**config.mk**
```make
export PLATFORM = sky130hd
export DESIGN_NAME = keypad_scan_module
export DESIGN_NICKNAME = d
export VERILOG_FILES = /design/src/rtl/smg_pkg.sv /design/src/rtl/keypad_col_scan.sv /design/src/rtl/keypad_scan_module.sv
export SDC_FILE = /design/constraint.sdc
export NUM_CORES = 1
export LEC_CHECK = 0
export CAP_MARGIN = 20
export CORE_MARGIN = 2
export CORE_UTILIZATION = 25
export CTS_BUF_LIST = sky130_fd_sc_hd__clkbuf_4 sky130_fd_sc_hd__clkbuf_8 sky130_fd_sc_hd__clkbuf_16
export DETAILED_ROUTE_END_ITERATION = 7
export GPL_TIMING_DRIVEN = 0
export PLACE_DENSITY = 0.43
export SYNTH_ARGS = -nofsm -noshare
export SYNTH_HDL_FRONTEND = slang
export SYNTH_SLANG_ARGS = --single-unit
```
**constraint.sdc**
```tcl
create_clock -name CLK -period 12.14 [get_ports CLK]
set_input_delay 1.214 -clock CLK [delete_from_list [all_inputs] [get_ports CLK]]
set_output_delay 1.214 -clock CLK [all_outputs]
set_load 0.005 [all_outputs]
```
**src/rtl/smg_pkg.sv**
```systemverilog
// smg_pkg: shared keypad FSM states and key constants for the keypad/7-segment path.
package smg_pkg;
    typedef enum logic [1:0] {IDLE, PRESS_DB, HELD, REL_DB} state_t;
    localparam logic [3:0] KEY_CLEAR = 4'hF;
    localparam int NUM_ROWS = 4;
    localparam int NUM_COLS = 4;
endpackage

```
**src/rtl/keypad_col_scan.sv**
```systemverilog
// keypad_col_scan: column divider, active-low column rotation, sample strobe and frame tick.
module keypad_col_scan #(
    parameter int SCAN_DIV = 50000
) (
    input  logic       clk,
    input  logic       rst_n,
    output logic [3:0] col_out,
    output logic [1:0] col,
    output logic       sample,
    output logic       frame_tick
);
    localparam int DW = SCAN_DIV > 1 ? $clog2(SCAN_DIV) : 1;
    localparam logic [DW-1:0] DIV_LAST = DW'(SCAN_DIV - 1);

    logic [DW-1:0] div;

    always_ff @(posedge clk) begin
        if (!rst_n) begin
            div <= '0;
            col <= '0;
        end else if (sample) begin
            div <= '0;
            col <= col + 2'd1;
        end else begin
            div <= div + 1'b1;
        end
    end

    assign sample     = div == DIV_LAST;
    assign frame_tick = sample && col == 2'd3;
    assign col_out    = ~(4'b0001 << col);
endmodule

```
**src/rtl/keypad_scan_module.sv**
```systemverilog
// keypad_scan_module: 4x4 keypad scanner with frame debounce, key event pulse and BCD entry register.
module keypad_scan_module
    import smg_pkg::*;
#(
    parameter int SCAN_DIV        = 50000,
    parameter int DEBOUNCE_FRAMES = 5
) (
    input  logic        CLK,
    input  logic        RSTn,
    input  logic [3:0]  RowIn,
    output logic [3:0]  ColOut,
    output logic [3:0]  KeyCode,
    output logic        KeyValid,
    output logic [15:0] NumberSig
);
    localparam int CW = $clog2(DEBOUNCE_FRAMES + 1);
    localparam logic [CW-1:0] CNT_LAST = CW'(DEBOUNCE_FRAMES);

    logic [3:0]    row_meta, row_sync;
    logic [15:0]   map, map_next;
    logic [1:0]    col;
    logic          sample, frame_tick;
    state_t        state, state_next;
    logic [CW-1:0] cnt, cnt_next;
    logic [3:0]    cand, cand_next, idx;
    logic [4:0]    ones;
    logic          none, single, accept;

    keypad_col_scan #(.SCAN_DIV(SCAN_DIV)) u_scan (
        .clk        (CLK),
        .rst_n      (RSTn),
        .col_out    (ColOut),
        .col        (col),
        .sample     (sample),
        .frame_tick (frame_tick)
    );

    // classification sees the frame including the column sampled on this very tick
    always_comb begin
        map_next = map;
        for (int r = 0; r < NUM_ROWS; r++) map_next[r * NUM_COLS + int'(col)] = ~row_sync[r];
        ones = '0;
        idx  = '0;
        for (int i = 0; i < 16; i++) begin
            if (map_next[i]) begin
                ones = ones + 5'd1;
                idx  = 4'(i);
            end
        end
    end

    assign none   = ones == 5'd0;
    assign single = ones == 5'd1;

    always_comb begin
        state_next = state;
        cnt_next   = cnt;
        cand_next  = cand;
        accept     = 1'b0;
        if (frame_tick) begin
            case (state)
                IDLE: if (single) begin
                    cand_next  = idx;
                    cnt_next   = CW'(1);
                    accept     = CNT_LAST == CW'(1);
                    state_next = accept ? HELD : PRESS_DB;
                end
                PRESS_DB: if (single && idx == cand) begin
                    cnt_next   = cnt + 1'b1;
                    accept     = cnt_next == CNT_LAST;
                    state_next = accept ? HELD : PRESS_DB;
                end else if (single) begin
                    cand_next = idx;
                    cnt_next  = CW'(1);
                end else begin
                    state_next = IDLE;
                end
                HELD: if (none) begin
                    cnt_next   = CW'(1);
                    state_next = CNT_LAST == CW'(1) ? IDLE : REL_DB;
                end
                REL_DB: if (none) begin
                    cnt_next   = cnt + 1'b1;
                    state_next = cnt_next == CNT_LAST ? IDLE : REL_DB;
                end else begin
                    state_next = HELD;
                end
                default: state_next = IDLE;
            endcase
        end
    end

    always_ff @(posedge CLK) begin
        if (!RSTn) begin
            row_meta  <= 4'hF;
            row_sync  <= 4'hF;
            map       <= '0;
            state     <= IDLE;
            cnt       <= '0;
            cand      <= '0;
            KeyValid  <= 1'b0;
            KeyCode   <= '0;
            NumberSig <= '0;
        end else begin
            row_meta <= RowIn;
            row_sync <= row_meta;
            if (sample) map <= map_next;
            state    <= state_next;
            cnt      <= cnt_next;
            cand     <= cand_next;
            KeyValid <= accept;
            if (accept) begin
                KeyCode   <= cand_next;
                NumberSig <= cand_next == KEY_CLEAR ? 16'h0000 :
                             cand_next <= 4'd9      ? {NumberSig[11:0], cand_next} : NumberSig;
            end
        end
    end
endmodule

```
==> results of run 1 <==
cells by family (layout without fill, tap and decap cells):
logic type,after synthesis,in the layout
and+or+nand+nor,276,276
AOI/OAI and AO/OA,171,171
DFF,72,72
xor gates and xnor gates,56,56
buffers and inverters,55,103
adders and majority gates,22,22
muxes,8,8
area by class of cell:
type	count	area share, %
clock inverters	4	1.199
inverters	26	1.534
repair buffers	33	5.033
well taps	275	5.407
multi-input cells	533	57.59
clock buffers	12	4.090
flip-flops and latches	72	22.65
plain buffers	28	2.497
cells in the final DEF, fill, tap and decap left out, types with 7 or more instances in the layout:
master / count
and3_1: 9
dfxtp_1: 72
o22ai_1: 13
nor2_1: 75
clkbuf_16: 9
xor2_1: 19
ha_1: 19
clkdlybuf4s50_1: 29
o21ai_0: 22
a21o_1: 8
nand3_1: 30
nand2b_1: 19
buf_2: 7
xnor2_1: 25
inv_1: 25
nand2_1: 70
a21oi_1: 52
clkbuf_1: 14
nor3_1: 11
flip-flops by register name (all words and copies together) (netlist names), 3 cells and up:
name and cells:
KeyCode 4, NumberSig 16, cand 4, cnt 3, map 16, row_meta 4, row_sync 4, u_scan.div 16
where the power goes:
group          leakage [µW]  switching [µW]  internal, µW
Clock              0.000162             101           194
Sequential         0.000582            1.11           238
Combinational       0.00163            25.4          17.3
Total               0.00237             127           450
per-stage QoR:
stage | total power, µW | utilization [%] | hold WS (ns) | TNS, ns | area, µm²
6_report | 576.6 | 30.46 | 0.4051 | 0 | 6364
5_1_grt | 603.4 | 30.46 | 0.4320 | -0.04071 | 6364
4_1_cts | 584.1 | 30.02 | 0.4071 | 0 | 6271
3_5_place_dp | 287.3 | 28.43 | 0.3925 | -0.6947 | 5938
3_3_place_gp | 286.8 | 28.43 | 0.3933 | 0 | 5938
2_1_floorplan | 277.2 | - | 0.3863 | 0 | 5304
timing repair:
item	4_1_cts	5_1_grt
pin swaps	0	3
endpoints found under the setup margin	15	30
setup buffers	0	4
gates resized for setup	0	18
endpoints found under the hold margin	0	0
final timing paths:
path / startpoint / endpoint / slack (ns) / depth (start not counted)
worst min-delay path: row_meta[0]$_SDFF_PN1_ / row_sync[0]$_SDFF_PN1_ / 0.41 / 1
worst max register to register: u_scan.col[1]$_SDFFE_PN0N_ / NumberSig[4]$_SDFFE_PN0P_ / 0.79 / 57
worst min register to register: row_meta[0]$_SDFF_PN1_ / row_sync[0]$_SDFF_PN1_ / 0.41 / 1
worst max-delay path: u_scan.col[1]$_SDFFE_PN0N_ / NumberSig[4]$_SDFFE_PN0P_ / 0.79 / 57
critical path: cells and delay by family (launching register included):
family	cells	cell delay (ns)
AOI/OAI and AO/OA	17	2.62
xor gates and xnor gates	1	0.18
adders and majority gates	15	4.34
buffers and inverters	7	0.83
DFF	1	0.34
muxes	3	0.83
and+or+nand+nor	14	2.07
metal layers:
| metal | up-vias | share of wire (%) | track usage, % |
|---|---|---|---|
| li1 | 2448 | - | - |
| met1 | 2156 | 51 | 17.52 |
| met2 | 59 | 45 | 20.96 |
| met3 | 9 | 2.9 | 2.652 |
| met4 | 0 | 1.2 | 3.302 |
| met5 | - | 0 | 0 |
==> results.cfg, run 1 <==
[drt]
vias_per_cell = 4.753
detail_route.first_pass.iterations = 4
detail-route-antenna-nets = 0
drc = 0
dr.first_iter.drc_count = 176
vias = 4672
wirelength_um = 14060
wl_per_cell_um = 14.30

[clock_network]
cts_num_sinks = 72
clock_path_buffers = 2
worstSkewPairLatency_ns = 0.33
cts_inserted_buffers = 9
clock_tree.htree_level_count = 3
tritoncts = yes
hold_buffers = 0
clkSlewWorstSetupHoldPaths_ns = 0.06
clock_tree.root_cell = clkbuf_16

[worst_setup_path]
crit_type = reg2reg
critical_path.max_fanout = 19
timing.critical_path.to_type = flip-flop
cpMaxStageDelayCell = or4_4
critPathMaxStageDelay_ns = 0.56
critPathLaunchType = flip-flop
cp.arrival_ns = 11.55
worst_ep_required_time_ns = 12.33
critical_path.most_common_cell = ha_1

[final_layout]
n_antenna_cell = 0
layout.nets = 730
drive_gt1_share_pct = 12.99
layout.area.seq_um2 = 1441
relative_area_change_from_synthesis_to_final_layout_pct = 19.98
fillers = 2198
finalNonFillerCells = 983
multiInputGateArea_um2 = 3665

[sta]
finalSetupViolations = 0
finalCritPeriodShare_pct = 93.53
fin_skew_ns = 0.006559
final.setup.worst_slack_ns = 0.7858
finalHoldViolCount = 0
worstMarginPinSlew_ns = 0.8350
layout_min_cycle_time_ns = 11.35
slew_headroom_pct = 43.74
maxSlewViolCount = 0
fmax_mhz = 88.07

[yosys]
share_of_the_synthesized_area_in_compound_gates_ao_oa_aoi_oai_pct = 23.10
syn-cell-area_um2 = 5304
synth_simple_gate_area_share_pct = 26.44
synthDominantCellAreaShare_pct = 27.18
yosysTopAreaCell = dfxtp_1
mappedNetlistNets = 687
synth_fa_ha_area_share_pct = 5.143
yosysMostFrequentCell = nor2_1
synth_area_per_cell_um2 = 8.036
yosys.area_share.xor_xnor_pct = 11.89
post_synth_main_area_contributors = dfxtp_1 27%, nor2_1 5.4%, a21oi_1 5.1%
library_cells_used_by_synthesis = 91
synth_top_family_by_area = simple AND/OR/NAND/NOR gates
synth-edff-count = 0
synth.mux.area_fraction_pct = 1.581
syn_inst = 660
proportion_of_synthesized_flip_flops_having_asynchronous_set_or_reset_pct = 0
synth_top_flop_cell = dfxtp_1
seq_area_frac_synth_pct = 27.18
synth_warnings = 0
synth_commonest_cells = 76 x nor2_1, 72 x dfxtp_1, 70 x nand2_1
ys_ff_latch = 72

[floorplanning]
starting_density_of_the_core_pct = 25.39
x_dimension_of_the_die_um = 149.7
floorplan.die_area_um2 = 22400
coreArea_um2 = 20890
num_rows = 53
die_height_um = 149.7
top_level_ports = 31

[min_path]
min-delay-path-class = reg2reg

[job]
drv_cap = 0

[power_and_ir_drop]
power.density_cell_area_nw_per_um2 = 90.61
ir_worst_vdd_mv = 0.07978
power_leakage_uw = 0.002373

[placed_design]
routabilityCongestion = 0.8055
numPlacedInstances = 964
numPortBuffers = 29
detailed_place_hpwl_um = 10910
dp_worst_setup_slack_ns = -0.09958

[grt]
number_of_antenna_violations_at_the_first_check_in_global_routing = 0
overall_routing_resource_usage_pct = 12.93
global_route.overflow_total = 0
vias_in_the_first_global_route = 4587
grt_max_degree = 20
grt_first_pass_wirelength_um = 23410

[run_status]
run_status = finished, final reports clean
Power figures use the tool's default switching activity.
==> run 2, diff against run 1 <==
--- a/config.mk
+++ b/config.mk
@@ -6,11 +6,11 @@
 export NUM_CORES = 1
 export LEC_CHECK = 0
 export CAP_MARGIN = 20
-export CORE_MARGIN = 2
 export CORE_UTILIZATION = 25
 export CTS_BUF_LIST = sky130_fd_sc_hd__clkbuf_4 sky130_fd_sc_hd__clkbuf_8 sky130_fd_sc_hd__clkbuf_16
 export DETAILED_ROUTE_END_ITERATION = 7
 export GPL_TIMING_DRIVEN = 0
+export MAX_ROUTING_LAYER = met4
 export PLACE_DENSITY = 0.43
 export SYNTH_ARGS = -nofsm -noshare
 export SYNTH_HDL_FRONTEND = slang
==> run 2 against run 1 <==
  * Worst hold slack got worse by 0.0021 ns
  * Power up 5.8%
  * Sequential power barely moved
  * Worst setup slack lost 0.035 ns
  * Sequential cell count unchanged
  * Fmax decreased by 0.31%
  * Non-clock buffer count shrank 2
  * Critical path depth down 1
  * Clock-buffer cell count fell by 2
  * Die area decreased by 2.7%
  * Critical endpoint is now NumberSig[14]$_SDFFE_PN0P_
==> results.cfg, run 2 (same netlist as run 1, synthesis figures left out) <==
[run_status]
run_status = finished, final reports clean

[sta]
finalCritPeriodShare_pct = 93.82
finalSetupViolations = 0
worstMarginPinSlew_ns = 0.8001
slew_headroom_pct = 46.10
maxSlewViolCount = 0
finalHoldViolCount = 0
grt_setup_unrepaired = no
layout_min_cycle_time_ns = 11.39
fmax_mhz = 87.80
fin_skew_ns = 0.005612

[worst_setup_path]
critPathLaunchType = flip-flop
critPathMaxStageDelay_ns = 0.57
crit_type = reg2reg
timing.critical_path.to_type = flip-flop
reg2reg_depth = 56
cpMaxStageDelayCell = or4_4
cp.arrival_ns = 11.60
critical_path.max_fanout = 10
critical_path.most_common_cell = ha_1
worst_ep_required_time_ns = 12.35

[final_layout]
final_area_um2 = 6380
fillers = 2147
mostFrequentLayoutCells = 76 x nor2_1, 72 x dfxtp_1, 70 x nand2_1, 52 x a21oi_1, 30 x nand3_1
n_antenna_cell = 0
finalNonFillerCells = 976
mostFrequentLayoutCell = nor2_1
utilization_pct = 31.13
layout.nets = 728
biggestRegsByFlops = NumberSig x16, map x16, u_scan.div x16
drive_gt1_share_pct = 12.89
relative_area_change_from_synthesis_to_final_layout_pct = 20.29

[drt]
wl_per_cell_um = 15.05
dr.first_iter.drc_count = 339
detail_route.first_pass.iterations = 4
vias = 4839
drc = 0
detail-route-antenna-nets = 0
vias_per_cell = 4.958
wirelength_um = 14690

[grt]
global_route.overflow_total = 0
number_of_antenna_violations_at_the_first_check_in_global_routing = 0
vias_in_the_first_global_route = 4603
overall_routing_resource_usage_pct = 14.14
grt_first_pass_wirelength_um = 23880
grt_max_degree = 20

[power_and_ir_drop]
clockPowerShare_pct = 53.6
ir_worst_vdd_mv = 0.08169
net_load_switching_power_uw = 127.7
seq_power_share_pct = 39.3
power.share.combinational_pct = 7.1
power.density_cell_area_nw_per_um2 = 95.59
power_leakage_uw = 0.002383
p_int_uw = 482.1
power.switching_fraction_pct = 20.95

[floorplanning]
x_dimension_of_the_die_um = 147.7
die_height_um = 147.7
top_level_ports = 31
starting_density_of_the_core_pct = 25.88
floorplan.die_area_um2 = 21800
coreArea_um2 = 20490
num_rows = 52

[clock_network]
clkSlewWorstSetupHoldPaths_ns = 0.06
clock_tree.htree_level_count = 3
tritoncts = yes
cts_num_sinks = 72
clock_path_buffers = 2
worstSkewPairLatency_ns = 0.33
clock_tree.root_cell = clkbuf_16
cts_inserted_buffers = 9

[placed_design]
routabilityCongestion = 0.8185
place_area_um2 = 5932
numPortBuffers = 29
numPlacedInstances = 959
detailed_place_hpwl_um = 11540

[min_path]
min-delay-path-class = reg2reg
worst_hold_path.num_cells = 1

[job]
drv_cap = 0
run 2: final cells by class:
type / count / area, µm² / share of cell area, %
multi-input cells: 533 / 3674 / 57.58
flip-flops and latches: 72 / 1441 / 22.59
well taps: 270 / 337.8 / 5.295
repair buffers: 31 / 305.3 / 4.785
clock buffers: 10 / 239.0 / 3.746
plain buffers: 28 / 155.1 / 2.432
clock inverters: 6 / 130.1 / 2.040
inverters: 26 / 97.59 / 1.530
run 2: worst paths after layout:
path / endpoint / startpoint / slack [ns]
setup / recovery: NumberSig[14]$_SDFFE_PN0P_ / u_scan.col[0]$_SDFFE_PN0N_ / 0.75
hold / removal: row_sync[2]$_SDFF_PN1_ / row_meta[2]$_SDFF_PN1_ / 0.40
setup reg to reg: NumberSig[14]$_SDFFE_PN0P_ / u_scan.col[0]$_SDFFE_PN0N_ / 0.75
hold reg to reg: row_sync[2]$_SDFF_PN1_ / row_meta[2]$_SDFF_PN1_ / 0.40
run 2: metrics by stage:
step / hold WS (ns) / worst slack, ns / total power, µW / setup TNS [ns]
finish: 0.4029 / 0.7507 / 609.8 / 0
global route: 0.4202 / 0.03306 / 631.7 / 0
CTS: 0.4045 / 0.02659 / 619.0 / 0
detailed placement: 0.3916 / -0.1970 / 287.8 / -1.989
global placement: 0.3899 / -0.05438 / 286.8 / -0.2599
floorplan: 0.3863 / 1.458 / 277.2 / 0
run 2: routing by layer:
| metal | vias to the layer above | global-route usage, % | wire (µm) |
|---|---|---|---|
| met4 | 0 | 3.351 | 191 |
| met3 | 13 | 2.438 | 484 |
| li1 | 2453 | - | - |
| met2 | 95 | 21.49 | 6433 |
| met5 | - | - | 0 |
| met1 | 2278 | 19.38 | 7579 |
run 2: worst max-delay path, delay by kind of cell, from the launching register on:
family / cells / cell delay, ns
muxes: 3 / 0.83
and+or+nand+nor: 14 / 2.27
adders and majority gates: 14 / 4.00
AOI/OAI and AO/OA: 18 / 2.91
buffers and inverters: 7 / 0.84
DFF: 1 / 0.38
run 2: repair_timing:
item / CTS / global route
hold buffers: 0 / 0
buffers inserted: 0 / 2
setup endpoints to repair: 19 / 30
gates resized for setup: 0 / 18
pin swaps: 0 / 2
run 2: power by group through the flow:
stage | Clock [µW] | Sequential, µW | Combinational (µW)
after global routing | 344 | 239 | 48.6
after detailed placement | 0 | 245 | 43.3
after global placement | 0 | 245 | 42.3
final | 327 | 239 | 43.4
after CTS | 336 | 239 | 43.4
after floorplan | 0 | 244 | 32.9
